===== config.mk =====
export PLATFORM = sky130hd
export DESIGN_NAME = br_lite_ni
export DESIGN_NICKNAME = d
export VERILOG_FILES = /design/src/rtl/br_lite_ni.sv
export SDC_FILE = /design/constraint.sdc
export NUM_CORES = 1
export LEC_CHECK = 0
export ABC_AREA = 1
export BUFFER_PORTS_ARGS = -buffer_cell sky130_fd_sc_hd__buf_2
export CAP_MARGIN = 10
export CORE_MARGIN = 4
export CORE_UTILIZATION = 34
export DETAILED_ROUTE_END_ITERATION = 10
export GPL_TIMING_DRIVEN = 0
export PLACE_DENSITY = 0.6
export SETUP_SLACK_MARGIN = 0.1
export SYNTH_ARGS = -nofsm -noshare
export SYNTH_HDL_FRONTEND = slang
export SYNTH_SLANG_ARGS = --single-unit

===== constraint.sdc =====
create_clock -name clk_i -period 10.04 [get_ports clk_i]
set_input_delay 1.004 -clock clk_i [delete_from_list [all_inputs] [get_ports clk_i]]
set_output_delay 1.004 -clock clk_i [all_outputs]
set_load 0.03 [all_outputs]

===== src/rtl/br_lite_ni.sv =====
// BrLite local-port network interface: PE-side TX injector and RX receive FIFO.
// Optional per-direction traffic counters are enabled by defining BRLITE_NI_STATS_EN.

package br_lite_pkg;
    localparam int BR_PAYLOAD_WIDTH = 32;
    localparam int BR_ID_WIDTH      = 5;

    typedef enum logic [1:0] {
        BR_SVC_ALL   = 2'd0,
        BR_SVC_TGT   = 2'd1,
        BR_SVC_CLEAR = 2'd2,
        BR_SVC_MON   = 2'd3
    } br_svc_t;

    typedef struct packed {
        logic [BR_ID_WIDTH-1:0]      id;
        logic [15:0]                 source;
        logic [15:0]                 target;
        br_svc_t                     service;
        logic [BR_PAYLOAD_WIDTH-1:0] payload;
    } br_data_t;
endpackage

module br_lite_ni
    import br_lite_pkg::*;
#(
    parameter logic [15:0] ADDRESS  = 16'h0000,
    parameter int          RX_DEPTH = 4
) (
    input  logic                        clk_i,
    input  logic                        rst_ni,
    input  logic                        tx_valid_i,
    output logic                        tx_ready_o,
    input  logic [15:0]                 tx_target_i,
    input  br_svc_t                     tx_service_i,
    input  logic [BR_PAYLOAD_WIDTH-1:0] tx_payload_i,
    output logic                        tx_error_o,
    output br_data_t                    br_flit_o,
    output logic                        br_req_o,
    input  logic                        br_ack_i,
    input  logic                        br_busy_i,
    input  br_data_t                    br_flit_i,
    input  logic                        br_req_i,
    output logic                        br_ack_o,
    output logic                        rx_valid_o,
    output br_data_t                    rx_data_o,
    input  logic                        rx_ready_i
`ifdef BRLITE_NI_STATS_EN
    ,
    output logic [31:0]                 tx_count_o,
    output logic [31:0]                 rx_count_o
`endif
);

    localparam int PTR_W = $clog2(RX_DEPTH);

    // ---------------- transmit side ----------------
    typedef enum logic [1:0] {TX_IDLE, TX_REQ, TX_RELEASE} tx_state_t;

    tx_state_t              tx_state_reg, tx_state_next;
    br_data_t               flit_reg;
    logic [BR_ID_WIDTH-1:0] id_reg;
    logic                   tx_accept;
    logic                   tx_ready;
    logic                   tx_error;
    logic                   tx_legal;

    assign tx_legal = (tx_service_i == BR_SVC_ALL) || (tx_service_i == BR_SVC_TGT);

    always_comb begin
        tx_state_next = tx_state_reg;
        tx_accept     = 1'b0;
        tx_ready      = 1'b0;
        tx_error      = 1'b0;
        case (tx_state_reg)
            TX_IDLE: begin
                // Gated by rst_ni so a request held during reset is never reported as consumed.
                if (rst_ni && tx_valid_i && !br_busy_i) begin
                    tx_ready = 1'b1;
                    if (tx_legal) begin
                        tx_accept     = 1'b1;
                        tx_state_next = TX_REQ;
                    end else begin
                        tx_error = 1'b1;
                    end
                end
            end
            TX_REQ: begin
                if (br_ack_i) tx_state_next = TX_RELEASE;
            end
            TX_RELEASE: begin
                if (!br_ack_i) tx_state_next = TX_IDLE;
            end
            default: tx_state_next = TX_IDLE;
        endcase
    end

    always_ff @(posedge clk_i) begin
        if (!rst_ni) begin
            tx_state_reg <= TX_IDLE;
            flit_reg     <= '0;
            id_reg       <= '0;
        end else begin
            tx_state_reg <= tx_state_next;
            if (tx_accept) begin
                flit_reg.id      <= id_reg;
                flit_reg.source  <= ADDRESS;
                flit_reg.target  <= (tx_service_i == BR_SVC_ALL) ? 16'h0000 : tx_target_i;
                flit_reg.service <= tx_service_i;
                flit_reg.payload <= tx_payload_i;
                id_reg           <= id_reg + 1'b1;
            end
        end
    end

    assign tx_ready_o = tx_ready;
    assign tx_error_o = tx_error;
    assign br_flit_o  = flit_reg;
    assign br_req_o   = (tx_state_reg == TX_REQ);

    // ---------------- receive side ----------------
    typedef enum logic {RX_IDLE, RX_ACK} rx_state_t;

    rx_state_t        rx_state_reg, rx_state_next;
    br_data_t         mem [RX_DEPTH];
    logic [PTR_W:0]   wr_ptr_reg, rd_ptr_reg;
    logic             fifo_full, fifo_empty;
    logic             push, pop;

    // Extra pointer bit distinguishes full from empty when the indices match.
    assign fifo_empty = (wr_ptr_reg == rd_ptr_reg);
    assign fifo_full  = (wr_ptr_reg[PTR_W] != rd_ptr_reg[PTR_W]) &&
                        (wr_ptr_reg[PTR_W-1:0] == rd_ptr_reg[PTR_W-1:0]);
    assign pop        = rx_ready_i && !fifo_empty;

    always_comb begin
        rx_state_next = rx_state_reg;
        push          = 1'b0;
        case (rx_state_reg)
            RX_IDLE: begin
                if (br_req_i && !fifo_full) begin
                    push          = 1'b1;
                    rx_state_next = RX_ACK;
                end
            end
            RX_ACK: begin
                if (!br_req_i) rx_state_next = RX_IDLE;
            end
            default: rx_state_next = RX_IDLE;
        endcase
    end

    always_ff @(posedge clk_i) begin
        if (!rst_ni) begin
            rx_state_reg <= RX_IDLE;
            wr_ptr_reg   <= '0;
            rd_ptr_reg   <= '0;
        end else begin
            rx_state_reg <= rx_state_next;
            if (push) wr_ptr_reg <= wr_ptr_reg + 1'b1;
            if (pop)  rd_ptr_reg <= rd_ptr_reg + 1'b1;
        end
    end

    // Storage carries no reset; validity is tracked entirely by the pointers.
    always_ff @(posedge clk_i) begin
        if (rst_ni && push) mem[wr_ptr_reg[PTR_W-1:0]] <= br_flit_i;
    end

    assign br_ack_o   = (rx_state_reg == RX_ACK);
    assign rx_valid_o = !fifo_empty;
    assign rx_data_o  = mem[rd_ptr_reg[PTR_W-1:0]];

`ifdef BRLITE_NI_STATS_EN
    logic [31:0] tx_count_reg, rx_count_reg;

    always_ff @(posedge clk_i) begin
        if (!rst_ni) begin
            tx_count_reg <= '0;
            rx_count_reg <= '0;
        end else begin
            if (tx_state_reg == TX_REQ && br_ack_i) tx_count_reg <= tx_count_reg + 1'b1;
            if (push)                               rx_count_reg <= rx_count_reg + 1'b1;
        end
    end

    assign tx_count_o = tx_count_reg;
    assign rx_count_o = rx_count_reg;
`endif

endmodule

# Yosys cells after proc, flatten, opt, wreduce, memory -nomap -nowiden
# Memories as Yosys holds them, arrays and structs flattened. A register that Yosys moved wholly into a read port is not among the register bits.
# Cells that the tools add are included.
# Widths: inputs -> output; s select.
# totals
reg_bits	69
latch_bits	0
ramBits	284
mem_bits_ro	0
input_bits	128
output_inout_bits	147
elab_cells	59
mem_count	1
# classes
n_addsub	3
multipliers	0
div_mod_pow	0
n_lt_le_gt_ge	0
eq_ne	10
n_shift	0
mux	22
bitwise	1
reduce_logical	13
# mem_list
memory	words	width	rd	rd_ports_with_merged_regs	write_ports	line_no	rtl
mem	4	71	1	1	1	125	br_data_t mem [RX_DEPTH];
# ops
op	count
$mux 16	1
$mux 1	13
$mux 2	6
$add 3x1->3 const B	2
$logic_and 1x1->1	6
$ne 2x2->1 const B	3
$pmux 2 s3	1
$add 5x1->5 const B	1
$eq 2x1->1 const B	2
$logic_not 2->1	2
$reduce_and 4->1	1
$eq 3x3->1	1
$logic_not 1->1	3
$eq 2x2->1	1
$eq 2x2->1 const B	1
$ne 2x1->1 const B	1
$pmux 1 s2	1
$logic_or 1x1->1	1
$ne 1x1->1	1
$not 1->1	1

# Logic depth before layout (Yosys ltp)
# Gate-level depths: netlist of run 1.
# depth
depth_word	9
ltp_mapped	8
depth_no_buf	8

# Worst setup path before layout of run 1
# No wires, ideal clock.
# synth_path
path_kind	input-to-reg
startpoint	input rst_ni
endpoint	memory mem[0][0] (netlist name), enable pin
setup_ns	0.501
t_arrival_ns	4.316
required_ns	9.539
setup_slack_ns	5.223
path_stages	3
n_path_buf	1
path_cell_list	buf_2 -> nand4_1 -> nor2_1
# synth_via
elab_chain_cells	3
# synth_rtl
item	line_no	rtl
from (decl)	31	input logic rst_ni,
$logic_and 1x1->1	167	if (rst_ni && push) mem[wr_ptr_reg[PTR_W-1:0]] <= br_flit_i;
$mux 1	167	
$mux 1 (implied by the code)	167	
to (decl)	125	
# No other way between the ends.

==> impl_metrics.ini, run 1 <==
[run_status]
status = complete, no violations

[flow_run]
cap_violations = 0

[yosys]
syn_area_um2 = 13400
ys_seq_elements = 355
syn_avg_cell_area_um2 = 12.5
yosysMostFrequentCell = edfxtp_1
synthMuxAreaShare_pct = 0
seq_area_frac_synth_pct = 74.5
yosysTopAreaCell = edfxtp_1
synth_compound_area_share_pct = 11.1
synth-edff-count = 284
synth_top_cell_area_share_pct = 63.9
synth_fa_ha_area_share_pct = 0.562
ys_top_cells_by_count = edfxtp_1 (284), nor2_1 (232), o21ai_0 (182)
syn_inst = 1068
synth-main-ff-cell = edfxtp_1
async_reset_ff_share_pct = 0
synthSimpleGateAreaFrac_pct = 9.34
synth_top_family_by_area = compound AO/OA/AOI/OAI gates
yosys_warnings = 0
synth_xor_area_share_pct = 0.197
synthTopCellsByArea = edfxtp_1 (64%), dfxtp_1 (11%), o21ai_0 (6.8%), nor2_1 (6.5%), o22ai_1 (3.3%)
ys_types = 24

[timing]
fin_ws_ps = 6480
slew_headroom_pct = 38.7
post-route-period-util_pct = 35.4
maxSlewViolCount = 0
period_needed_ps = 3560
rsz0062_at_grt = false
setup_tns_ps = 0
fin_skew_ps = 9.01
hold_viol = 0
tightest_slew_ps = 917
timing.fmax_mhz = 281
setup_viol = 0

[placed_design]
dpl.cell_count = 1867
port_buffers = 257
gp_congestion = 0.817
post_dp_cell_area_um2 = 15600
dp.final_hpwl_um = 23800
dp_slack_ps = 6470

[floorplanning]
ioPinCount = 275
die-width_um = 206
die_h_um = 206
coreArea_um2 = 38700
die_area_um2 = 42500
fp-row-count = 72
start_util_pct = 34.5

[cells_and_area]
drive_gt1_share_pct = 26.1
area_growth_pct = 25.2
design_area_um2 = 16700
stdcell_count = 1934
largest_register_ffs = 284
n_antenna_cell = 0
postLayoutCoreUtil_pct = 43.2
nets = 1524

[clock_network]
cts_sinks = 355
cts_hold_buf = 0
cts.path.max_buffers = 3
ctsResizeCount = 0
post_cts_buffers = 0
clockRootBuffer = clkbuf_16
cts_buffers = 39
htreeDepth = 2
clk_pin_slew_ps = 60
clk_latency_ps = 540
cts_tree = built

[global_route]
gr-usage-met3_pct = 5.57
grt_max_degree = 29
antenna_found_initial = 4
use_met1_pct = 21.0
use_met2_pct = 26.6
gr-max-usage-layer = met2
grt_pass1_wl_um = 53400
grt_usage_pct = 16.3
first_global_vias = 9290
gr-total-overflow = 0

[worst_setup_path]
critPathSlowestCell = clkbuf_1
endpoint_kind = output pin
slowest_delay_ps = 460
crit_path_frequent_cell = buf_2
cp-start-kind = flip-flop
crit_arrival_ps = 2550
path_max_fanout = 10
criticalPathCategory = reg -> out
required_ps = 9040
cp_cell_sequence = buf_2 > inv_1 > clkbuf_1 > o21ai_0 > o22ai_1 > buf_2

[worst_hold_path]
hold_class = reg -> reg

[detailed_routing]
detail_route.iter0.violations = 568
num_vias = 9252
ant_nets = 0
via_per_inst = 4.78
wire_per_inst_um = 18.4
drc = 0
dr.pass1.iters = 5
totalWireLength_um = 35500

[power_and_ir_drop]
peakVddDrop_uv = 107
p_per_area_nw_per_um2 = 213
power_leakage_nw = 6.24
==> path summary, 6_finish.rpt <==
check                                  start                    endpoint  slack, ps  cells past startpoint
setup / recovery                   flip-flop               rx_data_o[20]       6480                      6
hold / removal    br_flit_o[33]$_SDFFE_PN0P_  br_flit_o[33]$_SDFFE_PN0P_        430                      2
hold reg to reg   br_flit_o[33]$_SDFFE_PN0P_  br_flit_o[33]$_SDFFE_PN0P_        430                      2
setup reg to reg  wr_ptr_reg[0]$_SDFFE_PN0P_        mem[1][57]$_DFFE_PP_       7020                      8
==> worst max-delay path: cells and delay by family, from the launching register on <==
family                 cells  cell delay, ps
buffers and inverters      4            1330
flip-flops                 1             290
AO/OA/AOI/OAI              2             370
==> layer usage <==
layer	part of all wire (%)	wire [µm]	up-vias
met2	47	16800	324
met1	42	14800	4409
met5	0.16	56	-
met4	1.8	657	8
met3	9.0	3200	51
li1	-	-	4460
==> cell type report <==
| type | instances | area, µm² |
|---|---|---|
| Tap cell | 518 | 648 |
| Timing Repair Buffer | 266 | 1480 |
| Multi-Input combinational cell | 621 | 2920 |
| Fill cell | 3634 | 22000 |
| Sequential cell | 355 | 9950 |
| Buffer | 83 | 474 |
| Clock buffer | 54 | 1050 |
| Clock inverter | 13 | 98.8 |
| Inverter | 24 | 95.1 |
==> report_power, final <==
group	internal (mW)	switching, mW
combinational	0.167	0.452
sequential	1.63	0.0119
clock	0.756	0.548
==> through the flow <==
step	hold WS [ps]	power (mW)
5_1_grt	463	3.72
3_5_place_dp	425	2.30
6_report	434	3.56
4_1_cts	436	3.61
3_3_place_gp	420	2.29
2_1_floorplan	424	2.06
==> cell families (layout without fill, tap and decap cells) <==
family,Yosys count,in the layout
compound gates,279,279
flops,355,355
buf+inv,107,440
simple gates,317,317
fa+ha+maj,6,6
xor+xnor,3,3
other cells,1,16
==> cells in the final DEF (no fill, tap or decap), types with 7 or more instances in the layout <==
master       n
edfxtp_1   284
buf_2      261
nor2_1     228
inv_1       20
clkbuf_16   39
nand3_1     26
conb_1      16
nand2_1     51
a21oi_1     26
o21ai_0    182
o22ai_1     71
dfxtp_1     71
clkbuf_1    53
buf_12       7
buf_4       29
Power figures use the tool's default switching activity.
==> run 2, diff against run 1 <==
clock period = 3.52 ns   (was 10.04 ns; I/O delays follow)
==> impl_metrics.ini, run 2 (synthesis results as in run 1) <==
[run_status]
status = complete, no violations

[power_and_ir_drop]
sequentialPowerShare_pct = 45.9
peakVddDrop_uv = 305
intPower_mw = 7.30
switching_share_pct = 28.4
power_mw = 10.2
p_comb_share_pct = 17.6
p_per_area_nw_per_um2 = 598
p_sw_mw = 2.90
power_leakage_nw = 6.37
power_frac_clock_pct = 36.5

[detailed_routing]
wire_per_inst_um = 18.2
via_per_inst = 4.77
num_vias = 9385
totalWireLength_um = 35700
dr.pass1.iters = 5
ant_nets = 0
drc = 0
detail_route.iter0.violations = 542

[flow_run]
cap_violations = 0

[floorplanning]
die_h_um = 206
fp-row-count = 72
die-width_um = 206
coreArea_um2 = 38700
die_area_um2 = 42500
start_util_pct = 34.5
ioPinCount = 275

[global_route]
grt_pass1_wl_um = 54100
grt_max_degree = 29
gr-total-overflow = 0
antenna_found_initial = 4
grt_usage_pct = 16.4
first_global_vias = 9474

[timing]
worst_hold_slack_ps = 29.0
slew_headroom_pct = 38.6
setup_viol = 0
maxSlewViolCount = 0
tightest_slew_ps = 919
fin_skew_ps = 8.44
timing.fmax_mhz = 331
rsz0062_at_grt = false
hold_viol = 0
setup_tns_ps = 0
period_needed_ps = 3020
post-route-period-util_pct = 85.8

[worst_setup_path]
r2r_start = wr_ptr_reg[0]$_SDFFE_PN0P_
endpoint_kind = flip-flop
cp-start-kind = flip-flop
required_ps = 3760
path_max_fanout = 27
criticalPathCategory = reg -> reg
crit_arrival_ps = 3260
r2r_slack_ps = 500
rr_endpoint = mem[1][54]$_DFFE_PP_
reg2regPathDepth = 8

[clock_network]
post_cts_buffers = 0
cts_buffers = 39
cts_sinks = 355
cts.path.max_buffers = 3
clk_latency_ps = 540
clockRootBuffer = clkbuf_16
ctsResizeCount = 0
cts_tree = built
htreeDepth = 2
clk_pin_slew_ps = 60

[cells_and_area]
seqCellArea_um2 = 9950
largest_register_ffs = 284
postLayoutCoreUtil_pct = 44.0
nFillCells = 3619
nets = 1557
multi_input_area_um2 = 2920
final_common_cell = edfxtp_1
area_growth_pct = 27.7
n_antenna_cell = 0
drive_gt1_share_pct = 25.5
layout_common_cells = edfxtp_1 (284), buf_2 (261), nor2_1 (228), o21ai_0 (182)

[worst_hold_path]
hold_depth = 1
holdCritStartpoint = br_flit_i[55]
hold_class = in -> reg
min_to = mem[2][55]$_DFFE_PP_

[placed_design]
dp.final_hpwl_um = 23800
port_buffers = 257
gp_congestion = 0.817
run 2: changes by cell type in the layout (fill, tap and decap cells not counted):
cell,delta
dlygate4sd3_1,+33
run 2: worst max path at each step:
stage / end / cells after the start / from / slack [ps]
after floorplan: mem[0][0]$_DFFE_PP_ / 6 / wr_ptr_reg[0]$_SDFFE_PN0P_ / -900
after global placement: mem[0][68]$_DFFE_PP_ / 6 / wr_ptr_reg[0]$_SDFFE_PN0P_ / -3700
after detailed placement: mem[1][53]$_DFFE_PP_ / 8 / wr_ptr_reg[0]$_SDFFE_PN0P_ / 450
after CTS: mem[1][40]$_DFFE_PP_ / 8 / wr_ptr_reg[0]$_SDFFE_PN0P_ / 420
after global routing: mem[1][57]$_DFFE_PP_ / 8 / wr_ptr_reg[0]$_SDFFE_PN0P_ / 270
final: mem[1][54]$_DFFE_PP_ / 8 / wr_ptr_reg[0]$_SDFFE_PN0P_ / 500
run 2: cell type report:
class / count / share of cell area (%)
Inverter: 24 / 0.558
Sequential cell: 355 / 58.4
Multi-Input combinational cell: 621 / 17.1
Timing Repair Buffer: 299 / 10.6
Tap cell: 518 / 3.80
Buffer: 83 / 2.78
Clock inverter: 13 / 0.580
Clock buffer: 54 / 6.16
run 2: worst max-delay path, stage by stage (launching register included):
cell and delay (ps):
dfxtp_1 430, inv_1 130, nand2_1 80, nand2_1 60
nand3_1 210, nand4_1 430, nor2_4 830, buf_12 300
buf_12 210
run 2: power by group through the flow:
| stage | clock network [mW] | logic [mW] | registers, mW |
|---|---|---|---|
| floorplan | 0 | 1.07 | 4.80 |
| global placement | 0 | 1.75 | 4.78 |
| detailed placement | 0 | 1.79 | 4.76 |
| CTS | 3.84 | 1.82 | 4.68 |
| global route | 4.02 | 1.95 | 4.68 |
| finish | 3.72 | 1.80 | 4.68 |
run 2: stage by stage:
stage          std cells  setup WS [ps]  instance area, µm²
2_1_floorplan       1083           -900               13400
3_3_place_gp        1858          -3700               15300
3_5_place_dp        1867            448               15600
4_1_cts             1967            424               17100
5_1_grt             1967            273               17100
6_report            1967            501               17100
run 2: per-layer routing:
layer / wire length, µm / up-vias / GRT usage (%)
met5: 56 / - / 0
met4: 688 / 8 / 4.28
met3: 3180 / 53 / 5.59
met2: 17000 / 341 / 26.9
met1: 14800 / 4458 / 21.1
li1: - / 4525 / -
run 2: what timing repair did:
action                                  CTS  global route
endpoints found under the setup margin    0             0
hold endpoints to repair                117             0
hold buffers                             33             0
==> run 3, diff against run 2 <==
ABC_AREA = unset   (was 1)
==> impl_metrics.ini, run 3 <==
[yosys]
synth-main-ff-cell = edfxtp_1
ys_types = 43
synth_top_family_by_area = multiplexers
yosys_warnings = 0
yosysTopAreaCell = edfxtp_1
synth_top_cell_area_share_pct = 63.9
synthMuxAreaShare_pct = 12.1
synth_compound_area_share_pct = 5.34
ys_seq_elements = 355
synthSimpleGateAreaFrac_pct = 4.29
synth_fa_ha_area_share_pct = 0.563
synth-edff-count = 284
ys_top_cells_by_count = edfxtp_1 (284), dfxtp_1 (71), mux4_2 (71)
syn_inst = 749
syn_area_um2 = 13300
yosysMostFrequentCell = edfxtp_1
syn_avg_cell_area_um2 = 17.8
synthTopCellsByArea = edfxtp_1 (64%), mux4_2 (12%), dfxtp_1 (11%), a21oi_1 (2.3%), o21ai_0 (2.3%)
synth_xor_area_share_pct = 0.460
async_reset_ff_share_pct = 0
seq_area_frac_synth_pct = 74.6

[worst_setup_path]
cp-start-kind = flip-flop
crit_path_frequent_cell = buf_8
critPathSlowestCell = nor3_4
crit_arrival_ps = 3250
cp_cell_sequence = xor2_1 > nor3_1 > nor3_4 > buf_16 > buf_8 > buf_8
path_max_fanout = 15
criticalPathCategory = reg -> reg
worst-path-buf-inv = 3
endpoint_kind = flip-flop
required_ps = 3750
slowest_delay_ps = 840
cp_top_family = simple AND/OR/NAND/NOR gates

[global_route]
grt_usage_pct = 14.9
grt_pass1_wl_um = 49100
first_global_vias = 8465
grt_max_degree = 18
antenna_found_initial = 3
gr-total-overflow = 0

[detailed_routing]
dr.pass1.iters = 5
totalWireLength_um = 31900
detail_route.iter0.violations = 371
ant_nets = 0
via_per_inst = 4.85
wire_per_inst_um = 19.2
drc = 0
num_vias = 8062

[power_and_ir_drop]
peakVddDrop_uv = 281
p_per_area_nw_per_um2 = 667
power_leakage_nw = 6.16
power_mw = 11.6

[worst_hold_path]
hold_class = in -> reg

[clock_network]
cts.path.max_buffers = 3
cts_buffers = 38
cts_sinks = 355
htreeDepth = 2
cts_tree = built
clk_pin_slew_ps = 70
ctsResizeCount = 0
clockRootBuffer = clkbuf_16
clk_latency_ps = 550

[cells_and_area]
largest_register_ffs = 284
layout_common_cells = edfxtp_1 (284), buf_2 (268), mux4_2 (71), dfxtp_1 (71)
drive_gt1_share_pct = 38.0
nets = 1248
final_common_cell = edfxtp_1
area_growth_pct = 30.5

[timing]
hold_viol = 0
period_needed_ps = 3020
setup_viol = 0
fin_skew_ps = 28.1
tightest_slew_ps = 1090
rsz0062_at_grt = false
maxSlewViolCount = 0
timing.fmax_mhz = 332
worst_hold_slack_ps = 41.3
post-route-period-util_pct = 85.7
slew_headroom_pct = 27.1

[floorplanning]
ioPinCount = 275
die_area_um2 = 42500
start_util_pct = 34.4
fp-row-count = 72
coreArea_um2 = 38700
die-width_um = 206
die_h_um = 206

[placed_design]
port_buffers = 257
gp_congestion = 0.842
dp.final_hpwl_um = 22200

[run_status]
status = complete, no violations

[flow_run]
cap_violations = 0
run 3: final cells by class:
cell class / instances / area, µm²
clock inverters: 24 / 216
well taps: 518 / 648
fillers: 3492 / 21300
inverters: 4 / 15.0
flip-flops and latches: 355 / 9950
clock buffers: 46 / 1000
plain buffers: 68 / 329
repair buffers: 310 / 2100
diodes: 1 / 2.50
multi-input cells: 337 / 3150
run 3: final timing paths:
path,end,depth (start not counted),from,slack [ps]
hold / removal,mem[1][16]$_DFFE_PP_,1,br_flit_i[16],40
setup / recovery,mem[0][43]$_DFFE_PP_,6,wr_ptr_reg[0]$_SDFFE_PN0P_,500
setup reg to reg,mem[0][43]$_DFFE_PP_,6,wr_ptr_reg[0]$_SDFFE_PN0P_,500
hold reg to reg,br_flit_o[33]$_SDFFE_PN0P_,2,br_flit_o[33]$_SDFFE_PN0P_,430
run 3: metal layers:
layer	global-route usage, %	wire length [µm]	up-vias
met1	18.7	12900	3984
li1	-	-	3732
met2	24.4	15300	299
met4	3.94	612	4
met5	0	17	-
met3	5.82	3140	43
run 3: through the flow:
step                setup WS [ps]  utilization, %  setup TNS, ps  cells  cell area (µm²)
finish                        504            44.9              0   1663            17400
global route                  235            44.9              0   1663            17400
CTS                           394            44.9              0   1662            17400
detailed placement            349            40.9              0   1559            15900
global placement            -3770            39.6       -1057710   1539            15300
floorplan                    -708               -        -200950    764            13400
run 3: cell families after synthesis:
family	count (synthesis)
fa+ha+maj	6
compound gates	134
xor+xnor	7
flops	355
buf+inv	72
simple gates	101
mux	73
other cells	1
run 3: power breakdown:
part,total (mW),internal (mW),leakage (nW),switching [mW]
sequential,4.89,4.81,3.15,0.0849
combinational,2.84,1.03,2.42,1.81
clock,3.87,2.26,0.590,1.61
run 3: repair_timing:
item                                   in CTS  in global routing
endpoints found under the hold margin     117                  0
buffers inserted                            0                  0
hold buffers                               33                  0
run 3: worst register-to-register path: stages (launching register included):
cell,delay [ps]
dfxtp_1,480
xor2_1,470
nor3_1,290
nor3_4,840
buf_16,250
buf_8,190
buf_8,170
